<file path="config.mk">
export PLATFORM = sky130hd
export DESIGN_NAME = odev1_sweep
export DESIGN_NICKNAME = d
export VERILOG_FILES = /design/src/rtl/odev1_sweep.sv
export SDC_FILE = /design/constraint.sdc
export NUM_CORES = 1
export LEC_CHECK = 0
export CAP_MARGIN = 15
export CORE_ASPECT_RATIO = 0.8
export CORE_UTILIZATION = 53
export CTS_BUF_LIST = sky130_fd_sc_hd__clkbuf_16
export DETAILED_ROUTE_END_ITERATION = 10
export PLACE_DENSITY = 0.82
export SYNTH_ARGS = -nofsm -noshare
export SYNTH_HDL_FRONTEND = slang
export SYNTH_SLANG_ARGS = --single-unit
</file>
<file path="constraint.sdc">
create_clock -name clk -period 4 [get_ports clk]
set_input_delay 0.8 -clock clk [delete_from_list [all_inputs] [get_ports clk]]
set_output_delay 0.8 -clock clk [all_outputs]
set_load 0.1 [all_outputs]
</file>
<file path="src/rtl/odev1_sweep.sv">
// ---------------------------------------------------------------------------
// odev1_sweep
//   Stimulus sequencer and response collector for a 3-input f/q logic stage.
//
//   When start is seen in IDLE, the block walks {a,b,c} through all eight
//   input vectors. The order is binary, or Gray when GRAY_ORDER=1. Each vector
//   is held for SETTLE_CYCLES+1 cycles. On the last of those cycles the looped
//   back f/q response is captured into f_table/q_table, indexed by the vector
//   value. After the eighth capture the block pulses done for one cycle and
//   returns to IDLE.
//
//   Optional feature (macro ODEV1_SWEEP_CHECK_EN):
//     When defined, pass is registered in the DONE cycle. It is 1 when the
//     final tables equal the reference stage response (f=8'h4B, q=8'h00).
//     When undefined, pass is tied low and no compare logic is built.
//
//   Ports:
//     clk      in   clock, all state on rising edge
//     rst_n    in   synchronous active-low reset
//     start    in   sweep request, honoured only in IDLE
//     f_in     in   f response of the downstream stage
//     q_in     in   q response of the downstream stage
//     a,b,c    out  registered stimulus vector {a,b,c}
//     busy     out  high while vectors are being driven
//     done     out  one-cycle completion pulse
//     f_table  out  captured f per vector index
//     q_table  out  captured q per vector index
//     pass     out  self-check result (see macro above)
// ---------------------------------------------------------------------------
module odev1_sweep #(
  parameter int SETTLE_CYCLES = 1,
  parameter int GRAY_ORDER    = 0
) (
  input  logic       clk,
  input  logic       rst_n,
  input  logic       start,
  input  logic       f_in,
  input  logic       q_in,
  output logic       a,
  output logic       b,
  output logic       c,
  output logic       busy,
  output logic       done,
  output logic [7:0] f_table,
  output logic [7:0] q_table,
  output logic       pass
);

  typedef enum logic [1:0] {
    IDLE  = 2'd0,
    DRIVE = 2'd1,
    DONE  = 2'd2
  } state_t;

  localparam logic [3:0] SETTLE_LAST = 4'(SETTLE_CYCLES);

  state_t     stateReg, stateNext;
  logic [2:0] stepReg;
  logic [3:0] settleReg;
  logic [2:0] vecReg;
  logic       doneReg;
  logic       acceptStart;
  logic       sampleNow;

  // Map a step number to the vector that is driven for it.
  function automatic logic [2:0] seqOf(input logic [2:0] s);
    if (GRAY_ORDER != 0) return s ^ (s >> 1);
    else                 return s;
  endfunction

  always_comb begin
    stateNext   = stateReg;
    acceptStart = 1'b0;
    sampleNow   = 1'b0;
    case (stateReg)
      IDLE: begin
        if (start) begin
          acceptStart = 1'b1;
          stateNext   = DRIVE;
        end
      end
      DRIVE: begin
        // The capture edge is the one that ends the final hold cycle.
        if (settleReg == SETTLE_LAST) begin
          sampleNow = 1'b1;
          if (stepReg == 3'd7) stateNext = DONE;
        end
      end
      DONE:    stateNext = IDLE;
      default: stateNext = IDLE;
    endcase
  end

  always_ff @(posedge clk) begin
    if (!rst_n) begin
      stateReg  <= IDLE;
      stepReg   <= 3'd0;
      settleReg <= 4'd0;
      vecReg    <= 3'd0;
      doneReg   <= 1'b0;
      f_table   <= 8'h00;
      q_table   <= 8'h00;
    end else begin
      stateReg <= stateNext;
      // done is registered so that it is high exactly while in DONE.
      doneReg  <= (stateNext == DONE);

      if (acceptStart) begin
        stepReg   <= 3'd0;
        settleReg <= 4'd0;
        vecReg    <= seqOf(3'd0);
        f_table   <= 8'h00;
        q_table   <= 8'h00;
      end else if (stateReg == DRIVE) begin
        if (sampleNow) begin
          f_table[seqOf(stepReg)] <= f_in;
          q_table[seqOf(stepReg)] <= q_in;
          stepReg   <= stepReg + 3'd1;
          settleReg <= 4'd0;
          // The vector for the next step is loaded on the same edge as the
          // capture, so every vector gets the full hold time.
          if (stepReg == 3'd7) vecReg <= 3'd0;
          else                 vecReg <= seqOf(stepReg + 3'd1);
        end else begin
          settleReg <= settleReg + 4'd1;
        end
      end else begin
        vecReg <= 3'd0;
      end
    end
  end

`ifdef ODEV1_SWEEP_CHECK_EN
  logic passReg;

  // The tables are final in the DONE cycle, because the last capture happened
  // on the edge that entered DONE.
  always_ff @(posedge clk) begin
    if (!rst_n) begin
      passReg <= 1'b0;
    end else if (acceptStart) begin
      passReg <= 1'b0;
    end else if (stateReg == DONE) begin
      passReg <= (f_table == 8'h4B) && (q_table == 8'h00);
    end
  end

  assign pass = passReg;
`else
  assign pass = 1'b0;
`endif

  assign a    = vecReg[2];
  assign b    = vecReg[1];
  assign c    = vecReg[0];
  assign busy = (stateReg == DRIVE);
  assign done = doneReg;

endmodule

</file>
**Word level (Yosys, flattened, before mapping)**

Index checks and enable logic that the tools add are counted.

- Input bits: 5
- Logic and storage cells: 40
- Bits in registers: 29
- Output and inout bits: 22

- $lt $le $gt $ge: 2
- Add/subtract/negate cells: 2
- Reductions and logical operators: 5
- Equality and inequality tests: 4
- Bitwise logic cells: 2
- Multiplexer cells: 18

Operators by type and width:

| operator | count |
|---|---|
| $bwmux 8 | 2 |
| $mux 3 | 5 |
| $mux 2 | 3 |
| $mux 1 | 5 |
| $add 4x1->4 const B | 1 |
| $eq 4x1->1 const B | 1 |
| $lt 3x4->1 const B | 1 |
| $mux 4 | 1 |
| $pmux 2 s2 | 1 |
| $add 3x1->3 const B | 1 |
| $demux 1 s3 | 1 |
| $eq 3x3->1 const B | 1 |
| $ge 3x1->1 const B | 1 |
| $reduce_or 3->1 | 1 |
| $eq 2x1->1 const B | 1 |
| $eq 2x2->1 const B | 1 |
| $logic_not 2->1 | 1 |
| $not 1->1 | 2 |
| $reduce_and 2->1 | 1 |
| $reduce_or 2->1 | 1 |
| $logic_and 1x1->1 | 1 |

**Longest topological paths before layout**

- Depth in word-level cells: 12
- Gate-level depth with buffers: 6
- Mapped depth without buffers: 5

**Worst setup path after synthesis**

No wires, ideal clock.

- Path kind: reg2out
- Start point: register stateReg[0]
- End point: output busy
- Cell stages (with the launch flop): 3
- Path slack: 1.898 ns
- Arrival time: 1.302 ns
- Path through: dfxtp_1 or2b_1 inv_1

- Word-level cells in the longest chain between the ends: 1

RTL lines:

| what | RTL line | text |
|---|---|---|
| start, declared | 57 | `state_t stateReg, stateNext;` |
| start signal, assigned | 104 | `stateReg <= stateNext;` |
| $eq 2x1->1 | 156 | `assign busy = (stateReg == DRIVE);` |
| end, declared | 42 | `output logic busy,` |

Every way passes these cells.

**Worst setup path after layout**

- Start point: register q_table[3]
- End point: output q_table[3]

RTL lines:

| what | RTL line | text |
|---|---|---|
| start, declared | 45 | `output logic [7:0] q_table,` |
| start signal, assigned by index | 117 | `q_table[seqOf(stepReg)] <= q_in;` |

No word-level cell between the ends.

==> impl_metrics.tcl <==
set metrics [dict create \
    syn_inst 135 \
    drive_gt1_frac 0.0563 \
    num_rows 15 \
    worstSetupEndpointType "output pin" \
    finalCriticalPeriod_ps 2570 \
    async_reset_ff_frac 0 \
    area.growth.synth_to_final_pct 29.3 \
    cts_tree "done" \
    antenna_found_initial 0 \
    cts-root-buf "clkbuf_16" \
    slew_viol_final 0 \
    start_util 0.576 \
    path_class "reg2out" \
    crit_buf_inv 1 \
    vdd_drop_max_mv 0.285 \
    min_from "vecReg[1]" \
    combPwrFrac 0.073 \
    synth_top_cells_by_area "dfxtp_1 45%, mux2i_1 13%, nand3_1 8.2%, ha_1 3.9%, a21oi_1 2.7%" \
    nets 168 \
    syn-cell-area_um2 1280 \
    syn_area_per_cell_um2 9.45 \
    arrival_ps 1770 \
    cp_max_fo 2 \
    routedWlPerCell_um 15.5 \
    clockBufferDepth 2 \
    final-hold-violation-count 0 \
    grt_use_total 0.228 \
    gp_congestion 0.838 \
    cap_violations 0 \
    yosysMostFrequentCell "dfxtp_1" \
    critPathSlowestCell "clkdlybuf4s50_1" \
    rsz0062_at_grt "no" \
    tns_ps 0 \
    worstMarginPinSlew_ps 984 \
    vias_per_cell 6.01 \
    r2r_start "stateReg[1]" \
    clkTransAtPathRegs_ps 50 \
    path_cells "clkdlybuf4s50_1" \
    clock_skew_ps 4.45 \
    p_leak_nw 0.665 \
    p_int_uw 530 \
    post_cts_resized 0 \
    htree_levels 2 \
    synth_common_cells "29 x dfxtp_1, 21 x nand3_1, 16 x mux2i_1" \
    drt_first_pass_iters 7 \
    cpLargestDelayFamily "buffers and inverters" \
    violations "DRC" \
    r2r_slack_ps 2280 \
    p_seq_frac 0.431 \
    p_per_area_nw_per_um2 417 \
    clock_sink_count 29 \
    grt_overflow_total 0 \
    post_cts_buffers 0 \
    hold_depth 2 \
    ctsHoldBuffers 0 \
    ant_nets 0 \
    synth_nets 144 \
    slew_headroom 0.342 \
    antenna_cells 0 \
    hold_end "vecReg[1]" \
    yosysTopAreaCell "dfxtp_1" \
    synth_top_area_frac 0.455 \
    clkLatencyLatePin_ps 270 \
    wl_um 2870 \
    cts_buffers 5 \
    max_stage_delay_ps 1140 \
    numPortBuffers 25 \
    vias 1112 \
    required_ps 3200 \
    worstHoldPathType "reg2reg" \
    yosysWarningCount 0 \
    finalWorstSetupSlack_ps 1430 \
    die_h_um 45.9 \
    fin_crit_sh 0.642 \
    synth_ff_type "dfxtp_1" \
    io_pins 27 \
    ys_seq_area_frac 0.455 \
    preCtsSetupSlack_ps 1440 \
    rr_worst_depth 3 \
    power_frac_clock 0.496 \
    drt_iter0_markers 42 \
    switching_share 0.229 \
    die-area_um2 2610 \
    grt_max_degree 23 \
    fmax_ghz 0.389 \
    r2r-end "q_table[0]" \
    dp_hpwl_um 2000 \
    startpoint_type "register" \
    status "complete, but fails checks" \
    synth_edf_count 0 \
    die_width_um 56.9 \
    grt_first_pass_wirelength_um 4240 \
    setup_viol 0 \
    power_switching_uw 158 \
    synth_cell_types 33 \
    route.detailed.drc 2 \
    synth_seq_cells 29 \
    grt_pass1_vias 958 \
    core_area_um2 2210 \
]
==> placed cells by master, fill, tap and decap left out, types with 2 or more instances in the layout <==
cell type / Yosys / layout
a21oi_1: 7 / 7
clkbuf_16: 0 / 5
clkdlybuf4s50_1: 0 / 24
clkinv_1: 0 / 2
dfxtp_1: 29 / 29
ha_1: 4 / 4
inv_1: 4 / 4
mux2i_1: 16 / 16
nand2_1: 8 / 8
nand3_1: 21 / 21
nand4_1: 2 / 2
nor2_1: 4 / 4
nor4_1: 3 / 3
nor4b_1: 3 / 3
nor4bb_1: 2 / 2
o21ai_0: 7 / 7
or3_1: 2 / 2
==> metrics by stage <==
stage	utilization	cell area, um2	cells	hold WS [ps]	power, mW
after detailed placement	0.683	1510	177	469	0.351
after global routing	0.745	1650	185	495	0.708
after floorplan	-	1280	135	491	0.340
after CTS	0.745	1650	185	478	0.697
final	0.745	1650	185	474	0.688
after global placement	0.683	1510	177	458	0.349
==> how the worst max path moves through the flow <==
stage | from | depth (start not counted) | end | slack [ps]
after floorplan | stateReg[0] | 2 | busy | 1900
after global placement | start | 4 | q_table[2] | 1500
after detailed placement | start | 4 | q_table[0] | 1440
after CTS | q_table[3] | 1 | q_table[3] | 1430
after global routing | q_table[3] | 1 | q_table[3] | 1390
final | q_table[3] | 1 | q_table[3] | 1430
==> metal layers <==
layer / up-vias / GRT usage / share of wire
li1: 537 / - / -
met1: 535 / 0.258 / 0.44
met2: 36 / 0.379 / 0.49
met3: 4 / 0.114 / 0.058
met4: 0 / 0.0829 / 0.0080
met5: - / 0 / 0
==> logic make-up (layout without fill, tap and decap cells) <==
group,after synthesis,count (layout),share of synthesized area
AND/OR/NAND/NOR,55,55,0.252
flip-flops,29,29,0.455
adder cells (fa/ha/maj),4,4,0.0392
buffers and inverters,12,37,0.0451
other,1,1,0.00294
AO/OA/AOI/OAI,16,16,0.0667
multiplexers,16,16,0.125
XOR/XNOR,2,2,0.0137
==> flip-flops by register name, indices dropped and copies added, names as in the netlist <==
signal     flops
f_table        8
stateReg       2
settleReg      4
done           1
stepReg        3
vecReg         3
q_table        8
==> power groups by stage <==
stage / sequential [mW] / combinational [mW] / clock, mW
2_1_floorplan: 0.303 / 0.0370 / 0
3_3_place_gp: 0.301 / 0.0482 / 0
3_5_place_dp: 0.301 / 0.0495 / 0
4_1_cts: 0.296 / 0.0500 / 0.351
5_1_grt: 0.296 / 0.0541 / 0.357
6_report: 0.296 / 0.0505 / 0.341
==> cell type report <==
cell class                 instances  area (um2)
timing repair buffer              25         248
fill                             170         564
clock buffer                       5         125
clock inverter                     3        12.5
multi-input combinational         94         638
sequential                        29         581
tap                               25        31.3
inverter                           4        15.0
(Power assumes the default switching activity.)
